**config.mk**
```make
export PLATFORM = sky130hd
export DESIGN_NAME = button_debouncer
export DESIGN_NICKNAME = d
export VERILOG_FILES = /design/src/rtl/button_debouncer.sv
export SDC_FILE = /design/constraint.sdc
export NUM_CORES = 1
export LEC_CHECK = 0
export CORE_MARGIN = 5
export CORE_UTILIZATION = 46
export DETAILED_ROUTE_END_ITERATION = 6
export GPL_ROUTABILITY_DRIVEN = 1
export PLACE_DENSITY_LB_ADDON = 0.08
export SETUP_SLACK_MARGIN = 0.05
export SLEW_MARGIN = 0
export SYNTH_ARGS = -nofsm -noshare
export SYNTH_HDL_FRONTEND = slang
export SYNTH_SLANG_ARGS = --single-unit
```
**constraint.sdc**
```tcl
create_clock -name clk -period 1.4 [get_ports clk]
set_clock_uncertainty 0.05 [all_clocks]
set_input_delay 0.14 -clock clk [delete_from_list [all_inputs] [get_ports clk]]
set_output_delay 0.14 -clock clk [all_outputs]
set_load 0.03 [all_outputs]
```
**src/rtl/button_debouncer.sv**
```systemverilog
// Two-flop synchroniser plus stability-counter FSM producing a clean level, press/release strobes and a press count.
// Optional auto-repeat of press strobes while held: define BTN_AUTOREPEAT_EN.
module button_debouncer #(
    parameter int unsigned STABLE_CYCLES = 16,
    parameter int unsigned REPEAT_DELAY  = 256,
    parameter int unsigned REPEAT_PERIOD = 64
) (
    input  logic       clk,
    input  logic       rst_n,
    input  logic       btn_in,
    output logic       btn_level,
    output logic       press_pulse,
    output logic       release_pulse,
    output logic [7:0] press_count
);

    localparam int unsigned    CW       = $clog2(STABLE_CYCLES + 1);
    localparam logic [CW-1:0]  CNT_LAST = CW'(STABLE_CYCLES - 1);

    localparam logic [1:0] ST_IDLE         = 2'd0;
    localparam logic [1:0] ST_PRESS_WAIT   = 2'd1;
    localparam logic [1:0] ST_PRESSED      = 2'd2;
    localparam logic [1:0] ST_RELEASE_WAIT = 2'd3;

    if (STABLE_CYCLES < 1 || STABLE_CYCLES > 65535 || REPEAT_DELAY < 1 || REPEAT_PERIOD < 1) begin : g_param_check
        $error("button_debouncer: parameter out of legal range");
    end

    logic [1:0]    r_state;
    logic          r_s1;
    logic          r_s2;
    logic [CW-1:0] r_cnt;
    logic          r_level;
    logic          r_press;
    logic          r_release;
    logic [7:0]    r_count;

`ifdef BTN_AUTOREPEAT_EN
    localparam int unsigned     RMAX       = (REPEAT_DELAY > REPEAT_PERIOD) ? REPEAT_DELAY : REPEAT_PERIOD;
    localparam int unsigned     RPW        = $clog2(RMAX + 1);
    localparam logic [RPW-1:0]  REP_DELAY  = RPW'(REPEAT_DELAY - 1);
    localparam logic [RPW-1:0]  REP_PERIOD = RPW'(REPEAT_PERIOD - 1);

    logic [RPW-1:0] r_rep;
    logic           r_rep_first;
`endif

    always_ff @(posedge clk or negedge rst_n) begin
        if (!rst_n) begin
            r_state   <= ST_IDLE;
            r_s1      <= 1'b0;
            r_s2      <= 1'b0;
            r_cnt     <= '0;
            r_level   <= 1'b0;
            r_press   <= 1'b0;
            r_release <= 1'b0;
            r_count   <= '0;
`ifdef BTN_AUTOREPEAT_EN
            r_rep       <= '0;
            r_rep_first <= 1'b1;
`endif
        end else begin
            r_s1      <= btn_in;
            r_s2      <= r_s1;
            r_press   <= 1'b0;
            r_release <= 1'b0;
`ifdef BTN_AUTOREPEAT_EN
            // Held at its start value outside PRESSED, so leaving PRESSED always clears it.
            if (r_state != ST_PRESSED) begin
                r_rep       <= '0;
                r_rep_first <= 1'b1;
            end
`endif
            case (r_state)
                ST_IDLE: begin
                    if (r_s2) begin
                        r_state <= ST_PRESS_WAIT;
                        r_cnt   <= '0;
                    end
                end
                ST_PRESS_WAIT: begin
                    if (!r_s2) begin
                        r_state <= ST_IDLE;
                        r_cnt   <= '0;
                    end else if (r_cnt == CNT_LAST) begin
                        r_state <= ST_PRESSED;
                        r_cnt   <= '0;
                        r_level <= 1'b1;
                        r_press <= 1'b1;
                        r_count <= r_count + 8'd1;
                    end else begin
                        r_cnt <= r_cnt + 1'b1;
                    end
                end
                ST_PRESSED: begin
                    if (!r_s2) begin
                        r_state <= ST_RELEASE_WAIT;
                        r_cnt   <= '0;
`ifdef BTN_AUTOREPEAT_EN
                        r_rep       <= '0;
                        r_rep_first <= 1'b1;
                    end else if (r_rep == (r_rep_first ? REP_DELAY : REP_PERIOD)) begin
                        r_rep       <= '0;
                        r_rep_first <= 1'b0;
                        r_press     <= 1'b1;
                        r_count     <= r_count + 8'd1;
                    end else begin
                        r_rep <= r_rep + 1'b1;
`endif
                    end
                end
                ST_RELEASE_WAIT: begin
                    if (r_s2) begin
                        r_state <= ST_PRESSED;
                        r_cnt   <= '0;
                    end else if (r_cnt == CNT_LAST) begin
                        r_state   <= ST_IDLE;
                        r_cnt     <= '0;
                        r_level   <= 1'b0;
                        r_release <= 1'b1;
                    end else begin
                        r_cnt <= r_cnt + 1'b1;
                    end
                end
                default: begin
                    r_state <= ST_IDLE;
                    r_cnt   <= '0;
                end
            endcase
        end
    end

    assign btn_level     = r_level;
    assign press_pulse   = r_press;
    assign release_pulse = r_release;
    assign press_count   = r_count;

endmodule

```
=== After elaboration in Yosys (flattened, before gate mapping) ===
Cells that the tools add are included.

* Add/subtract/negate cells: 2
* Magnitude comparators: 0
* Multipliers: 0
* Reduce and logical (&&, ||, !) cells: 6
* Shifts and indexed selects: 0
* Bitwise operators: 0
* Multiplexer cells: 23
* Equal/unequal tests: 12
* Div/mod/pow operators: 0

{| class="wikitable"
|+ Operator list
! kind !! count
|-
| two-way mux 5 bit || 5
|-
| case mux 5 bit (4 select lines) || 1
|-
| two-way mux 2 bit || 6
|-
| != test 2 bit, second input constant || 6
|-
| two-way mux 1 bit || 9
|-
| adder 8 x 1 -> 8 bit, second input constant || 1
|-
| case mux 2 bit (4 select lines) || 1
|-
| != test 3 bit, second input constant || 2
|-
| adder 5 x 1 -> 5 bit, second input constant || 1
|-
| equality test 5 x 4 -> 1 bit, second input constant || 1
|-
| AND reduction 5 bit || 1
|-
| equality test 2 bit, second input constant || 2
|-
| AND reduction 4 bit || 1
|-
| AND reduction 3 bit || 1
|-
| equality test 2 x 1 -> 1 bit, second input constant || 1
|-
| logical NOT 2 bit || 1
|-
| case mux 1 bit (2 select lines) || 1
|-
| AND reduction 2 bit || 1
|-
| nonzero test 2 bit || 1
|}

* Bits in read-only memories: 0
* Memories kept: 0
* Input bits: 3
* Latch bits: 0
* Register bits after elaboration: 20
* RAM bits: 0

=== Depth between registers and ports, before layout ===
* Word-level depth: 4
* Mapped depth: 4
* Gate-level depth less buffers: 4

=== Least setup slack after synthesis ===
Ideal clock, no wire load.

* Kind: reg2reg
* From: register r_cnt[0]
* To: register r_count[1], in the netlist press_count[1]
* Cell stages (with the launch flop): 5
* Data arrival time: 1,344 ps
* Slack: -119 ps
* Period minus slack after synthesis: 1,519 ps
* Path buffers: 0
* Cell sequence: dfrtp_1 ha_1 nand4b_4 nor2_1 mux2_2

* Longest elaborated chain between the ends: 2

{| class="wikitable"
|+ Ends and longest elaborated chain
! item !! line !! text
|-
| start, declared || 32 || <nowiki>logic [CW-1:0] r_cnt;</nowiki>
|-
| start signal, assigned || 92 || <nowiki>r_cnt <= r_cnt + 1'b1;</nowiki>
|-
| start signal, assigned || 122 || <nowiki>r_cnt <= r_cnt + 1'b1;</nowiki>
|-
| equality test 5 x 4 -> 1 bit || 85 || <nowiki>end else if (r_cnt == CNT_LAST) begin</nowiki>
|-
| AND reduction 3 bit (no source line) || -- ||
|-
| end signal, assigned || 90 || <nowiki>r_count <= r_count + 8'd1;</nowiki>
|-
| end, declared || 36 || <nowiki>logic [7:0] r_count;</nowiki>
|}

Every way passes these cells.
A chain may end at the register's enable or synchronous reset.

=== Worst setup path in the final report ===
* From: register r_cnt[1]
* To: register r_count[1], in the netlist press_count[1]

Same word-level chain as after synthesis.

==> flow_summary.yaml <==
layout:
  area_delta_synth_final_pct: 46.52
  antenna_cells: 0
  multi_input_area_sq_um: 501.7
  stdcell_area_sq_mm: 0.001316
  mostFrequentLayoutCells: "dfrtp_1, buf_4, xor2_1"
  final_common_cell: "dfrtp_1"
  drive_above_1_share_pct: 38.68
  final_nets: 112
  fillers: 147
  register_area_sq_um: 504.2
clock_tree:
  clock_path_buffers: 2
  clk_pin_slew_worst_paths_ps: 120
  holdBufCountCts: 0
  cts_root_buffer: "clkbuf_4"
  clock_sinks: 20
  htreeDepth: 1
  clock_latency_ps: 300
  numCtsBuffers: 3
  cts_tree: "built"
floorplanning:
  die_w_um: 54.19
  core_sq_mm: 0.001902
  die_h_um: 54.19
  row_count: 16
  start_util_pct: 47.24
  dieArea_sq_mm: 0.002937
  ios: 14
sta:
  setup_violations: 3
  worstMarginPinSlew_ps: 324.6
  finalCritPeriodShare_pct: 103.0
  relSlewSlack_pct: 78.31
  hold_viol: 0
  setup_slack_ps: -42.51
  final_max_slew_viol_count: 0
  post-route-min-period_ps: 1443
  max_freq_ghz: 0.6932
  rsz0062_at_grt: "yes"
yosys:
  ys_ff_latch: 20
  syn-num-nets: 83
  yosys.area.top_type: "dfrtp_1"
  yosysTopAreaCellShare_pct: 55.71
  syn_area_sq_um: 898.4
  ys_warn_count: 0
  synthCells: 78
  synth.avg_cell_area_sq_um: 11.52
  synth-seq-area-share_pct: 55.71
  synth_cell_type_count: 27
  yosys-top-cells-area: "dfrtp_1, xor2_1, nand3_1"
setup_path:
  cp_max_fo: 8
  crit_path_start_kind: "register"
  path_class: "reg2reg"
  required_ps: 1550
  cp.arrival_ps: 1590
  end_kind: "register"
grt:
  antenna_found_initial: 0
  grt_max_degree: 21
  first_global_vias: 675
  track_usage_pct: 14.93
  grt_first_pass_wirelength_um: 3105
  grt_overflow: 0
pwr:
  p_total_mw: 1.020
  power.density_mw_per_mm2: 775.1
  leakage_nw: 0.6903
  peakVddDrop_mv: 0.5131
status:
  violations: "negative setup slack"
  status: "finished with violations"
min_path:
  hold_class: "in2async"
drt:
  routed-via-count: 679
  antenna_left: 0
  drc: 0
  finalWirelength_um: 1888
  via_per_inst: 5.105
  drtIter0Drc: 9
  first_pass_iters: 4
  wl_per_cell_um: 14.20
run:
  cap_violations: 0
place:
  io_buffer_count: 13
  routabilityCongestion: 0.7979
  dpl.hpwl_um: 1306
  place_area_sq_mm: 0.001157
kinds of logic after synthesis:
logic type	after synthesis	share of synthesized area, %
and+or+nand+nor	28	19.50
DFF	20	55.71
xor gates and xnor gates	11	10.72
AOI/OAI and AO/OA	9	6.128
buffers and inverters	6	2.785
muxes	2	2.368
adders and majority gates	2	2.785
repair_timing:
item	4_1_cts	5_1_grt
gates resized for setup	16	24
endpoints found under the hold margin	0	0
buffers inserted	0	3
cloned	0	0
pin swaps	2	7
setup endpoints to repair	19	19
Yosys cell counts:
cell,instances
nand2_1,5
nand2b_1,2
a31oi_1,1
buf_2,2
nor2_1,1
o21ai_0,3
dfrtp_1,20
a21oi_1,1
mux2_2,1
xnor2_1,1
nor3b_1,1
clkbuf_1,1
a21boi_0,1
nand4b_4,1
nor4_1,3
nand3b_1,2
mux2i_1,1
o2bb2ai_1,1
o22ai_1,2
inv_1,3
nand4b_1,1
xor2_1,10
and4b_1,1
nor3_1,3
ha_1,2
nand3_1,7
nand4_1,1
worst paths after layout:
path	start	to	slack [ps]	cells past startpoint
worst max-delay path	r_cnt[1]	press_count[1]	-40	4
worst min-delay path	rst_n	async pin	100	2
worst max register to register	r_cnt[1]	press_count[1]	-40	4
worst min register to register	r_s1	r_s2	310	0
max in group asynchronous	rst_n	press_count[0]	970	2
min in group clk	btn_in	r_s1	210	1
flip-flops by register name, summed over array words and instances, names as in the netlist, named ones only:
register,count
r_s2,1
r_s1,1
r_state,1
release_pulse,1
btn_level,1
r_cnt,5
press_count,8
press_pulse,1
stage by stage:
step | utilization [%] | hold slack (ps) | std cells | TNS [ps] | worst slack, ps
after floorplan | - | -205.6 | 78 | 0 | 36.65
after global placement | 60.86 | 286.3 | 126 | 0 | 47.54
after detailed placement | 60.86 | 285.5 | 126 | -0.2579 | -0.2579
after CTS | 63.22 | 108.7 | 130 | -62.81 | -27.01
after global routing | 69.21 | 122.6 | 133 | -878.1 | -174.2
final | 69.21 | 104.7 | 133 | -100.9 | -42.51
routing by layer:
layer / GRT usage, % / part of all wire, % / vias to the layer above
met5: 0 / 0 / -
met4: 7.469 / 0.64 / 0
met3: 3.047 / 4.8 / 2
met2: 23.90 / 52 / 9
met1: 18.92 / 42 / 336
li1: - / - / 332
worst max-delay path: stages, from the launching register on:
cell and delay [ps]:
dfrtp_1 410, ha_4 170, nand4b_4 220, nor2_4 190, mux2_4 310
report_power, final:
group / switching (mW) / internal [mW] / total (mW)
logic: 0.0427 / 0.0366 / 0.0794
clock network: 0.184 / 0.159 / 0.342
registers: 0.0114 / 0.587 / 0.599
layout make-up:
class	instances	share of cell area, %
Sequential cell	20	38.31
Tap cell	27	2.567
Clock buffer	4	2.757
Timing Repair Buffer	27	17.40
Multi-Input combinational cell	52	38.12
Inverter	3	0.8555
Note: power is estimated with default switching activity, not from simulation.
